--- config.mk ---
export PLATFORM = sky130hd
export DESIGN_NAME = usbfs_ctrl_xfer_seq
export DESIGN_NICKNAME = d
export VERILOG_FILES = /design/src/rtl/usbfs_ctrl_xfer_seq.sv
export SDC_FILE = /design/constraint.sdc
export NUM_CORES = 1
export LEC_CHECK = 0
export ABC_CLOCK_PERIOD_IN_PS = 4200
export BUFFER_PORTS_ARGS = -buffer_cell sky130_fd_sc_hd__clkbuf_2
export CORE_MARGIN = 5
export CORE_UTILIZATION = 49
export CTS_BUF_LIST = sky130_fd_sc_hd__clkbuf_16
export CTS_CLUSTER_SIZE = 28
export DETAILED_ROUTE_END_ITERATION = 8
export PLACE_DENSITY = 0.76
export RECOVER_POWER = 25
export SYNTH_ARGS = -nofsm -noshare
export SYNTH_HDL_FRONTEND = slang
export SYNTH_SLANG_ARGS = --single-unit
--- constraint.sdc ---
create_clock -name i_clk -period 4.2 [get_ports i_clk]
set_input_delay 0.21 -clock i_clk [delete_from_list [all_inputs] [get_ports i_clk]]
set_output_delay 0.21 -clock i_clk [all_outputs]
set_load 0.005 [all_outputs]
--- src/rtl/usbfs_ctrl_xfer_seq.sv ---
// Host-side USB full-speed control-transfer sequencer: expands one request into
// SETUP / IN data / status transactions on endpoint 0 and reports one completion.
module usbfs_ctrl_xfer_seq #(
   parameter int unsigned MAX_PKT   = 8,
   parameter int unsigned MAX_RETRY = 3
) (
   input  logic                          i_clk,
   input  logic                          i_rstn,
   input  logic                          i_reqValid,
   output logic                          o_reqReady,
   input  logic [6:0]                    i_reqAddr,
   input  logic [63:0]                   i_reqSetup,
   input  logic                          i_txnReady,
   output logic                          o_txnValid,
   output logic [2:0]                    o_txnType,
   output logic [6:0]                    o_txnAddr,
   output logic [3:0]                    o_txnEndp,
   output logic [8*MAX_PKT-1:0]          o_et0Data,
   output logic [$clog2(MAX_PKT):0]      o_et0Data_nBytes,
   input  logic                          i_rsltValid,
   input  logic [1:0]                    i_rsltCode,
   input  logic [$clog2(MAX_PKT):0]      i_rsltNBytes,
   output logic                          o_cplValid,
   input  logic                          i_cplReady,
   output logic [1:0]                    o_cplStatus,
   output logic [15:0]                   o_cplNBytes
);

   localparam int unsigned NBW = $clog2(MAX_PKT) + 1;
   localparam int unsigned RW  = $clog2(MAX_RETRY + 1);
   localparam logic [NBW-1:0] PKT_FULL  = NBW'(MAX_PKT);
   localparam logic [RW-1:0]  RETRY_LIM = RW'(MAX_RETRY);

   typedef enum logic [2:0] {
      S_IDLE, S_SETUP_ISS, S_SETUP_WAIT, S_DATA_ISS,
      S_DATA_WAIT, S_STAT_ISS, S_STAT_WAIT, S_CPL
   } state_e;

   typedef enum logic [2:0] {
      TT_NONE = 3'b000, TT_IN = 3'b001, TT_OUT = 3'b010, TT_SETUP = 3'b100
   } txn_type_e;

   typedef enum logic [1:0] {
      R_ACK = 2'd0, R_NAK = 2'd1, R_STALL = 2'd2, R_TIMEOUT = 2'd3
   } rslt_e;

   typedef enum logic [1:0] {
      C_OK = 2'd0, C_STALL = 2'd1, C_ERROR = 2'd2, C_UNSUP = 2'd3
   } cpl_e;

   state_e                state_q, state_d, reissue;
   logic                  req_ready_q, req_ready_d;
   logic                  txn_valid_q, txn_valid_d;
   txn_type_e             txn_type_q, txn_type_d;
   logic [6:0]            txn_addr_q, txn_addr_d;
   logic [8*MAX_PKT-1:0]  et0_data_q, et0_data_d;
   logic [NBW-1:0]        et0_nbytes_q, et0_nbytes_d;
   logic                  cpl_valid_q, cpl_valid_d;
   cpl_e                  cpl_status_q, cpl_status_d;
   logic [15:0]           cpl_nbytes_q, cpl_nbytes_d;
   logic [6:0]            addr_q, addr_d;
   logic [63:0]           setup_q, setup_d;
   logic [16:0]           count_q, count_d;
   logic [RW-1:0]         retry_q, retry_d;

   rslt_e                 rslt;
   logic [15:0]           wlen;
   logic [17:0]           sum;
   logic [16:0]           count_acc;
   logic                  data_done;
   logic                  is_tmo;
   logic [RW-1:0]         retry_inc;

   always_comb begin
      state_d      = state_q;
      addr_d       = addr_q;
      setup_d      = setup_q;
      count_d      = count_q;
      retry_d      = retry_q;
      cpl_status_d = cpl_status_q;
      cpl_nbytes_d = cpl_nbytes_q;
      txn_type_d   = txn_type_q;
      txn_addr_d   = txn_addr_q;
      et0_data_d   = et0_data_q;
      et0_nbytes_d = et0_nbytes_q;

      rslt      = rslt_e'(i_rsltCode);
      wlen      = setup_q[63:48];
      sum       = {1'b0, count_q} + 18'(i_rsltNBytes);
      count_acc = sum[17] ? '1 : sum[16:0];
      data_done = (i_rsltNBytes < PKT_FULL) || (count_acc >= {1'b0, wlen});
      // SETUP may not be NAKed by a device, so a NAK there counts as a failed attempt
      is_tmo    = (rslt == R_TIMEOUT) || ((rslt == R_NAK) && (state_q == S_SETUP_WAIT));
      retry_inc = retry_q + RW'(1);

      case (state_q)
         S_SETUP_WAIT: reissue = S_SETUP_ISS;
         S_DATA_WAIT:  reissue = S_DATA_ISS;
         default:      reissue = S_STAT_ISS;
      endcase

      case (state_q)
         S_IDLE: begin
            if (i_reqValid && req_ready_q) begin
               addr_d  = i_reqAddr;
               setup_d = i_reqSetup;
               count_d = '0;
               retry_d = '0;
               if (!i_reqSetup[7] && (i_reqSetup[63:48] != '0)) begin
                  state_d      = S_CPL;
                  cpl_status_d = C_UNSUP;
               end else begin
                  state_d = S_SETUP_ISS;
               end
            end
         end
         S_SETUP_ISS: if (i_txnReady) state_d = S_SETUP_WAIT;
         S_DATA_ISS:  if (i_txnReady) state_d = S_DATA_WAIT;
         S_STAT_ISS:  if (i_txnReady) state_d = S_STAT_WAIT;
         S_SETUP_WAIT, S_DATA_WAIT, S_STAT_WAIT: begin
            if (i_rsltValid) begin
               if (rslt == R_STALL) begin
                  state_d      = S_CPL;
                  cpl_status_d = C_STALL;
               end else if (rslt == R_ACK) begin
                  retry_d = '0;
                  case (state_q)
                     S_SETUP_WAIT: state_d = (wlen != '0) ? S_DATA_ISS : S_STAT_ISS;
                     S_DATA_WAIT: begin
                        count_d = count_acc;
                        state_d = data_done ? S_STAT_ISS : S_DATA_ISS;
                     end
                     default: begin
                        state_d      = S_CPL;
                        cpl_status_d = C_OK;
                     end
                  endcase
               end else if (is_tmo) begin
                  if (retry_inc == RETRY_LIM) begin
                     state_d      = S_CPL;
                     cpl_status_d = C_ERROR;
                  end else begin
                     retry_d = retry_inc;
                     state_d = reissue;
                  end
               end else begin
                  state_d = reissue;
               end
            end
         end
         S_CPL: if (i_cplReady) state_d = S_IDLE;
         default: state_d = S_IDLE;
      endcase

      // Outputs are registered from the next state so they line up with it
      req_ready_d = (state_d == S_IDLE);
      txn_valid_d = (state_d == S_SETUP_ISS) || (state_d == S_DATA_ISS) || (state_d == S_STAT_ISS);
      cpl_valid_d = (state_d == S_CPL);

      if (txn_valid_d) begin
         txn_addr_d   = addr_d;
         et0_data_d   = '0;
         et0_nbytes_d = '0;
         if (state_d == S_SETUP_ISS) begin
            txn_type_d        = TT_SETUP;
            et0_data_d[63:0]  = setup_d;
            et0_nbytes_d      = NBW'(8);
         end else if (state_d == S_DATA_ISS) begin
            txn_type_d = TT_IN;
         end else begin
            txn_type_d = (setup_d[63:48] != '0) ? TT_OUT : TT_IN;
         end
      end

      if (cpl_valid_d && (state_q != S_CPL))
         cpl_nbytes_d = count_d[16] ? 16'hffff : count_d[15:0];
   end

   always_ff @(posedge i_clk or negedge i_rstn) begin
      if (!i_rstn) begin
         state_q      <= S_IDLE;
         req_ready_q  <= 1'b0;
         txn_valid_q  <= 1'b0;
         txn_type_q   <= TT_NONE;
         txn_addr_q   <= '0;
         et0_data_q   <= '0;
         et0_nbytes_q <= '0;
         cpl_valid_q  <= 1'b0;
         cpl_status_q <= C_OK;
         cpl_nbytes_q <= '0;
         addr_q       <= '0;
         setup_q      <= '0;
         count_q      <= '0;
         retry_q      <= '0;
      end else begin
         state_q      <= state_d;
         req_ready_q  <= req_ready_d;
         txn_valid_q  <= txn_valid_d;
         txn_type_q   <= txn_type_d;
         txn_addr_q   <= txn_addr_d;
         et0_data_q   <= et0_data_d;
         et0_nbytes_q <= et0_nbytes_d;
         cpl_valid_q  <= cpl_valid_d;
         cpl_status_q <= cpl_status_d;
         cpl_nbytes_q <= cpl_nbytes_d;
         addr_q       <= addr_d;
         setup_q      <= setup_d;
         count_q      <= count_d;
         retry_q      <= retry_d;
      end
   end

   assign o_reqReady       = req_ready_q;
   assign o_txnValid       = txn_valid_q;
   assign o_txnType        = txn_type_q;
   assign o_txnAddr        = txn_addr_q;
   assign o_txnEndp        = '0;
   assign o_et0Data        = et0_data_q;
   assign o_et0Data_nBytes = et0_nbytes_q;
   assign o_cplValid       = cpl_valid_q;
   assign o_cplStatus      = cpl_status_q;
   assign o_cplNBytes      = cpl_nbytes_q;

endmodule

==> metrics.csv, run 1 <==
metric,value,unit
power_density,688.9,nW/um^2
fill_cells,1412,
cts.sinks,188,
cts_tree,yes,
end_kind,register,
start_util,0.4943,
syn_inst,817,
rr_startpoint,count_q[0],
gp_congestion,0.8714,
clock_latency,0.44,ns
syn_to_final_growth,28.40,%
synthDistinctLibCells,61,
synth_area,8491,sq um
post_drt_via_cell_ratio,5.453,
rr_endpoint,o_cplStatus[1],
cts_buffers,17,
num_vias,6964,
fmax,0.2423,GHz
async_flop_share,1.000,
register_area,4705,sq um
hp-start,i_reqAddr[0],
dp_hpwl,14620,microns
gr-usage-all-layers,0.2218,
cts_max_path_buffers,2,
grt_pass1_wl,35840,microns
cp_data_arrival_time,4.45,ns
htreeDepth,4,
fin_crit,4.127,ns
max_slew_margin,-0.6095,
violations,"max-capacitance violations, max-slew violations",
fin_area,10900,sq um
grt_max_degree,98,
synth-main-ff-cell,dfrtp_1,
ioPinCount,186,
die_h,141.6,microns
power_leakage,0.005605,uW
hold_class,input pin to register,
critPathLaunchType,register,
yosysSeqAreaShare,0.5541,
dieArea,20060,sq um
routed_wl,22280,microns
gr-total-overflow,0,
hold_ws,0.005012,ns
nNetsFinal,1144,
fin_worst_skew,0.01199,ns
wl_per_cell,17.45,microns
placed_area,9635,sq um
syn_avg_cell_area,10.39,sq um
drive_gt1_frac,0.2757,
max_cap_violations,1,
slew_violations,97,
r2r_slack,0.07,ns
synth_edf_count,0,
antenna_found_initial,2,
status,"finished, violations left",
whs_path_depth,3,
rows,48,
cp_data_required_time,4.52,ns
multi_input_area,3508,sq um
clkTransAtPathRegs,0.07,ns
ff2ff_path_depth,18,
min_to,addr_q[0],
cts_root_buf,clkbuf_16,
drc,0,
hold_viol_final,0,
die_w,141.6,microns
period_share,0.9827,
total_power,7510,uW
max-vdd-ir-drop,0.0004185,V
first_pass_iters,4,
worstMarginPinSlew,2.414,ns
num_antenna_cells,0,
antenna_left,0,
first_iter_violations,448,
io_buffer_count,178,
tns,0,ns
finalSetupViolations,0,
worstPathMaxFanout,7,
coreArea,17180,sq um
grt_pass1_vias,6988,
synth-warning-count,0,
criticalPathCategory,register to register,
synth_seq_cells,188,
[final cells by class]
class	instances	share of cell area
Clock buffer	17	0.03902
Sequential cell	188	0.4315
Timing Repair Buffer	254	0.1525
Multi-Input combinational cell	542	0.3218
Tap cell	225	0.02582
Clock inverter	15	0.01641
Inverter	36	0.01285
[state kept, by name (all words and copies together) (netlist names)]
register,count
o_txnAddr,7
o_reqReady,1
o_txnValid,1
o_cplValid,1
o_cplNBytes,16
count_q,17
retry_q,2
addr_q,7
setup_q,64
state_q,3
o_et0Data,64
o_et0Data_nBytes,1
o_txnType,2
o_cplStatus,2
[layout by cell type (no fill, tap or decap), drive strengths merged, types with 18 or more instances in the layout]
cell and n:
dfrtp 188, nand2 214, buf 30, a22o 71, dlygate4sd3 45, ha 21
mux2 18, inv 42, clkbuf 196, o21ai 31, nor2 29
[logic make-up after synthesis]
| logic type | after synthesis | synth area share |
|---|---|---|
| AO/OA/AOI/OAI | 166 | 0.1516 |
| XOR/XNOR | 10 | 0.01032 |
| adder cells (fa/ha/maj) | 22 | 0.03330 |
| buffers and inverters | 93 | 0.05246 |
| flip-flops | 188 | 0.5541 |
| multiplexers | 30 | 0.03846 |
| other | 1 | 0.0004417 |
| AND/OR/NAND/NOR | 307 | 0.1593 |
[worst max-delay path by stage]
| stage | startpoint | endpoint | slack [ns] | cells past startpoint |
|---|---|---|---|---|
| 3_5_place_dp | count_q[0] | o_txnAddr[4] | -0.02 | 18 |
| 5_1_grt | count_q[0] | o_cplNBytes[12] | -0.06 | 18 |
| 3_3_place_gp | count_q[0] | o_txnAddr[4] | 0.09 | 18 |
| 2_1_floorplan | count_q[0] | o_cplNBytes[13] | 0.12 | 18 |
| 6_report | count_q[0] | o_cplStatus[1] | 0.07 | 18 |
| 4_1_cts | count_q[0] | o_cplNBytes[11] | 0.002 | 18 |
[layer usage]
layer  vias to the layer above  track usage  routed length [microns]  part of all wire
li1                       3274            -                        -                 -
met1                      3412       0.2905                     9218              0.41
met2                       225       0.3627                    10910              0.49
met3                        49      0.05763                     1534             0.069
met4                         4      0.07222                      590             0.026
met5                         -            0                       27            0.0012
[worst max-delay path, stage by stage, from the launching register on]
cell and delay (ns):
dfrtp_1 0.35, ha_2 0.19, inv_2 0.04, fa_2 0.35, nand2b_4 0.18, a21oi_4 0.20, buf_6 0.15, nand3_4 0.08
xor2_1 0.18, nand2_1 0.12, ha_4 0.28, and4_4 0.20, a31o_4 0.13, a211oi_1 0.04, o211a_1 0.27, a211o_4 0.37
and4bb_4 0.37, clkbuf_16 0.17, mux2_2 0.32
[per-stage QoR]
| step | setup slack, ns | cells | utilization |
|---|---|---|---|
| after detailed placement | -0.01925 | 1190 | 0.5610 |
| after global placement | 0.08521 | 1190 | 0.5610 |
| after floorplan | 0.1166 | 823 | - |
| after global routing | -0.06104 | 1277 | 0.6347 |
| final | 0.07259 | 1277 | 0.6347 |
| after CTS | 0.002392 | 1267 | 0.6232 |
[Yosys cell counts, drive strengths merged, types with 8 or more instances]
library cell	n	area, sq um
ha	21	262.8
inv	36	135.1
clkbuf	23	86.33
nand4	10	62.56
o21ai	31	155.2
a21oi	15	78.83
nor2	29	111.4
a22o	71	621.9
mux2	18	206.4
a21o	9	67.56
nor4	10	62.56
nand2	214	805.8
dfrtp	188	4705
mux2i	12	120.1
nor3	8	50.05
nand3	11	55.05
buf	34	224.0
[power by group]
| group | internal (uW) | total, uW | switching, uW |
|---|---|---|---|
| registers | 2490 | 2890 | 397 |
| clock network | 898 | 1650 | 751 |
| logic | 1380 | 2970 | 1590 |
[what timing repair did]
action	CTS	global route
buffers inserted	0	9
hold buffers	45	0
endpoints found under the setup margin	86	92
pin swaps	0	7
endpoints found under the hold margin	140	0
gates cloned	0	1
resized for setup	2	31
Power figures use the tool's default switching activity.
==> inputs of run 2 (changes only) <==
==> constraint.sdc (replaced) <==
create_clock -name i_clk -period 4.2 [get_ports i_clk]
set_input_delay 0.42 -clock i_clk [delete_from_list [all_inputs] [get_ports i_clk]]
set_output_delay 0.42 -clock i_clk [all_outputs]
set_load 0.005 [all_outputs]
==> metrics.csv, run 2 (synthesis results as in run 1) <==
metric,value,unit
status,"finished, violations left",
violations,"max-capacitance violations, max-slew violations, negative setup slack",
crit_path_top_delay_cell,dfrtp_1,
nNetsFinal,1124,
drc,0,
fill_cells,1398,
hold_ws,0.2011,ns
switchingPower,2829,uW
gr-usage-all-layers,0.2156,
period_share,1.008,
power_leakage,0.005628,uW
critPathTopFamily,compound AO/OA/AOI/OAI gates,
cts_buffers,17,
clock_latency,0.43,ns
cp.buffers_inverters,4,
final_util,0.6236,
num_antenna_cells,0,
internal_power,5067,uW
final_common_cell,nand2_1,
worstMarginPinSlew,3.213,ns
drive_gt1_frac,0.3091,
cp_data_required_time,4.51,ns
syn_to_final_growth,26.16,%
rows,48,
fin_worst_skew,0.01179,ns
antenna_left,0,
combPwrFrac,0.425,
critPathLaunchType,register,
grt_max_degree,134,
antenna_found_initial,1,
gp_congestion,0.8778,
io_buffer_count,178,
fin_crit,4.236,ns
p_clk_frac,0.208,
routed_wl,22600,microns
coreArea,17180,sq um
gr-total-overflow,0,
register_area,4705,sq um
first_iter_violations,490,
post_drt_via_cell_ratio,5.489,
max_cap_violations,1,
die_w,141.6,microns
grt_pass1_wl,34500,microns
ioPinCount,186,
die_h,141.6,microns
hold_class,input pin to register,
criticalPathCategory,register to register,
dp_hpwl,14810,microns
cts_max_path_buffers,2,
fmax,0.2361,GHz
cp_data_arrival_time,4.55,ns
total_power,7897,uW
first_pass_iters,5,
layout_common_cells,"212 x nand2_1, 188 x dfrtp_1, 178 x clkbuf_2, 71 x a22o_1, 37 x buf_4",
place_worst_setup_slack,-0.1101,ns
wl_per_cell,17.98,microns
slew_violations,133,
start_util,0.4943,
max_slew_margin,-1.142,
switching_share,0.3583,
cts_tree,yes,
max_stage_delay,0.40,ns
max-vdd-ir-drop,0.0004422,V
end_kind,register,
setup_slack,-0.03559,ns
power_density,737.2,nW/um^2
clkTransAtPathRegs,0.07,ns
cts.sinks,188,
multi_input_area,3458,sq um
seq_power_share,0.367,
path_cells,ha_2 > buf_4 > a211oi_1 > o21bai_2 > and2_0 > buf_4 > nand4_1 > mux2_2 > ha_1 > and3_1 > nand4_1 > o211a_1 > a211o_2 > and4bb_1 > buf_12 > buf_8 > mux2_2,
rsz0062_at_grt,yes,
grt_pass1_vias,6837,
cts_root_buf,clkbuf_16,
worstPathMaxFanout,6,
hold_viol_final,0,
dieArea,20060,sq um
htreeDepth,4,
num_vias,6900,
finalSetupViolations,10,
run 2: final timing paths:
path	start	to	slack (ns)	cells past startpoint
setup / recovery	count_q[0]	o_cplStatus[0]	-0.04	17
max in group asynchronous	i_rstn	setup_q[5]	1.28	1
setup reg to reg	count_q[0]	o_cplStatus[0]	-0.04	17
min in group asynchronous	i_rstn	o_et0Data_nBytes[3]	1.01	1
hold / removal	i_reqAddr[6]	addr_q[6]	0.20	3
hold reg to reg	addr_q[4]	addr_q[4]	0.46	2
run 2: per-layer routing:
layer | global-route usage | vias up | part of all wire
met4 | 0.07980 | 2 | 0.031
li1 | - | 3231 | -
met1 | 0.2824 | 3379 | 0.42
met2 | 0.3395 | 242 | 0.47
met5 | 0 | - | 0.00080
met3 | 0.06673 | 46 | 0.075
run 2: metrics by stage:
stage	cell area, sq um	instances	setup TNS, ns
2_1_floorplan	8513	823	0
3_3_place_gp	9798	1210	-0.2353
3_5_place_dp	9798	1210	-6.571
4_1_cts	10400	1242	0
5_1_grt	10710	1257	-6.282
6_report	10710	1257	-0.1535
run 2: repair_timing:
action	CTS	global route
hold buffers	0	0
gates resized for setup	0	25
setup buffers	0	8
endpoints found under the setup margin	0	93
run 2: layout make-up:
class | count | share of cell area
sequential | 188 | 0.4392
multi-input combinational | 542 | 0.3229
timing repair buffer | 234 | 0.1431
clock buffer | 17 | 0.03972
tap | 225 | 0.02628
clock inverter | 15 | 0.01600
inverter | 36 | 0.01285
run 2: worst min-delay path, delay by kind of cell:
kind                   cells  cell delay (ns)
buffers and inverters      1             0.07
and+or+nand+nor            2             0.10
run 2: power groups by stage:
stage / Combinational, uW / Clock (uW) / Sequential, uW
global route: 3650 / 1740 / 2970
finish: 3360 / 1640 / 2900
CTS: 2900 / 1670 / 2890
floorplan: 1790 / 0 / 2810
global placement: 2800 / 0 / 2890
detailed placement: 2890 / 0 / 2890
==> inputs of run 3 (changes only) <==
--- a/config.mk
+++ b/config.mk
@@ -12,8 +12,8 @@
 export CTS_BUF_LIST = sky130_fd_sc_hd__clkbuf_16
 export CTS_CLUSTER_SIZE = 28
 export DETAILED_ROUTE_END_ITERATION = 8
+export GPL_ROUTABILITY_DRIVEN = 0
 export PLACE_DENSITY = 0.76
-export RECOVER_POWER = 25
 export SYNTH_ARGS = -nofsm -noshare
 export SYNTH_HDL_FRONTEND = slang
 export SYNTH_SLANG_ARGS = --single-unit
==> metrics.csv, run 3 (synthesis results as in run 1) <==
metric,value,unit
worstPathMaxFanout,6,
grt_pass1_vias,6837,
gr-total-overflow,0,
fin_crit,4.236,ns
finalSetupViolations,10,
rows,48,
max-vdd-ir-drop,0.0004422,V
cts_tree,yes,
antenna_left,0,
dp.cells,1210,
place_worst_setup_slack,-0.1101,ns
hold_class,input pin to asynchronous set/reset pin,
max_slew_margin,0.3055,
rr_endpoint,o_cplStatus[0],
grt_pass1_wl,34500,microns
violations,negative setup slack,
io_buffer_count,178,
drive_gt1_frac,0.3091,
nNetsFinal,1124,
rr_startpoint,count_q[0],
dp_hpwl,14810,microns
cp_data_arrival_time,4.55,ns
power_density,736.6,nW/um^2
cts_buffers,17,
routed_wl,22600,microns
layout_common_cells,"212 x nand2_1, 188 x dfrtp_1, 177 x clkbuf_2, 71 x a22o_1, 37 x buf_4",
htreeDepth,4,
antenna_found_initial,1,
grt_max_degree,134,
first_iter_violations,490,
fmax,0.2361,GHz
max_cap_violations,0,
end_kind,register,
die_w,141.6,microns
syn_to_final_growth,26.26,%
wl_per_cell,17.98,microns
cts_root_buf,clkbuf_16,
stdcell_count,1257,
worstMarginPinSlew,1.042,ns
dieArea,20060,sq um
slew_violations,0,
power_leakage,0.005631,uW
post_drt_via_cell_ratio,5.488,
num_vias,6899,
clkTransAtPathRegs,0.07,ns
r2r_slack,-0.04,ns
ioPinCount,186,
period_share,1.008,
setup_slack,-0.03559,ns
hold_viol_final,0,
fill_cells,1395,
first_pass_iters,5,
coreArea,17180,sq um
clock_latency,0.43,ns
criticalPathCategory,register to register,
cp_data_required_time,4.51,ns
status,"finished, violations left",
ff2ff_path_depth,17,
rsz0062_at_grt,yes,
drc,0,
gr-usage-all-layers,0.2156,
start_util,0.4943,
total_power,7896,uW
fin_worst_skew,0.01214,ns
cts.sinks,188,
critPathLaunchType,register,
num_antenna_cells,0,
cts_max_path_buffers,2,
final_common_cell,nand2_1,
tns,-0.1535,ns
die_h,141.6,microns
-- run 3: cell counts in the layout (fill, tap and decap cells not counted) --
Identical to the previous run, type by type.
-- run 3: timing repair --
| action | 4_1_cts | 5_1_grt |
|---|---|---|
| hold buffers | 0 | 0 |
| setup endpoints to repair | 0 | 93 |
| setup buffers | 0 | 8 |
| endpoints found under the hold margin | 0 | 0 |
| gates resized for setup | 0 | 25 |
-- run 3: worst max-delay path by stage --
stage                         start              end  slack (ns)  depth (start not counted)
floorplan           i_rsltNBytes[0]  o_cplNBytes[13]        0.03                         18
global placement    i_rsltNBytes[0]  o_cplNBytes[11]       -0.02                         19
detailed placement  i_rsltNBytes[0]  o_cplNBytes[15]       -0.11                         19
CTS                      count_q[0]  o_cplNBytes[15]       0.004                         18
global route             count_q[0]   o_cplNBytes[0]       -0.15                         18
finish                   count_q[0]   o_cplStatus[0]       -0.04                         17
-- run 3: power breakdown --
group | leakage, uW | internal, uW | switching, uW
clock network | 0.000307 | 939 | 706
logic | 0.00286 | 1630 | 1720
registers | 0.00246 | 2490 | 401
total | 0.00563 | 5070 | 2830
-- run 3: through the flow --
step	instance area [sq um]	hold slack, ns	util
floorplan	8513	0.1244	-
global placement	9798	0.4477	0.5704
detailed placement	9798	0.4535	0.5704
CTS	10400	0.1827	0.6052
global route	10720	0.1879	0.6241
finish	10720	0.1419	0.6241
-- run 3: layer usage --
metal  global-route usage  part of all wire  up-vias
li1                     -                 -     3231
met1               0.2824              0.42     3378
met2               0.3395              0.47      242
met3              0.06673             0.075       46
met4              0.07980             0.031        2
met5                    0           0.00080        -
-- run 3: layout make-up --
type,instances,area [sq um],area share
sequential,188,4705,0.4388
multi-input combinational,542,3458,0.3226
timing repair buffer,234,1541,0.1438
clock buffer,17,425.4,0.03968
tap,225,281.5,0.02626
clock inverter,15,171.4,0.01599
inverter,36,137.6,0.01284
-- run 3: worst max-delay path, stage by stage (launching register included) --
cell	delay, ns
dfrtp_1	0.40
ha_2	0.21
buf_4	0.14
a211oi_1	0.26
o21bai_2	0.13
and2_0	0.18
buf_4	0.15
nand4_1	0.10
mux2_2	0.38
ha_1	0.31
and3_1	0.19
nand4_1	0.11
o211a_1	0.29
a211o_2	0.36
and4bb_1	0.33
buf_12	0.13
buf_8	0.13
mux2_2	0.33
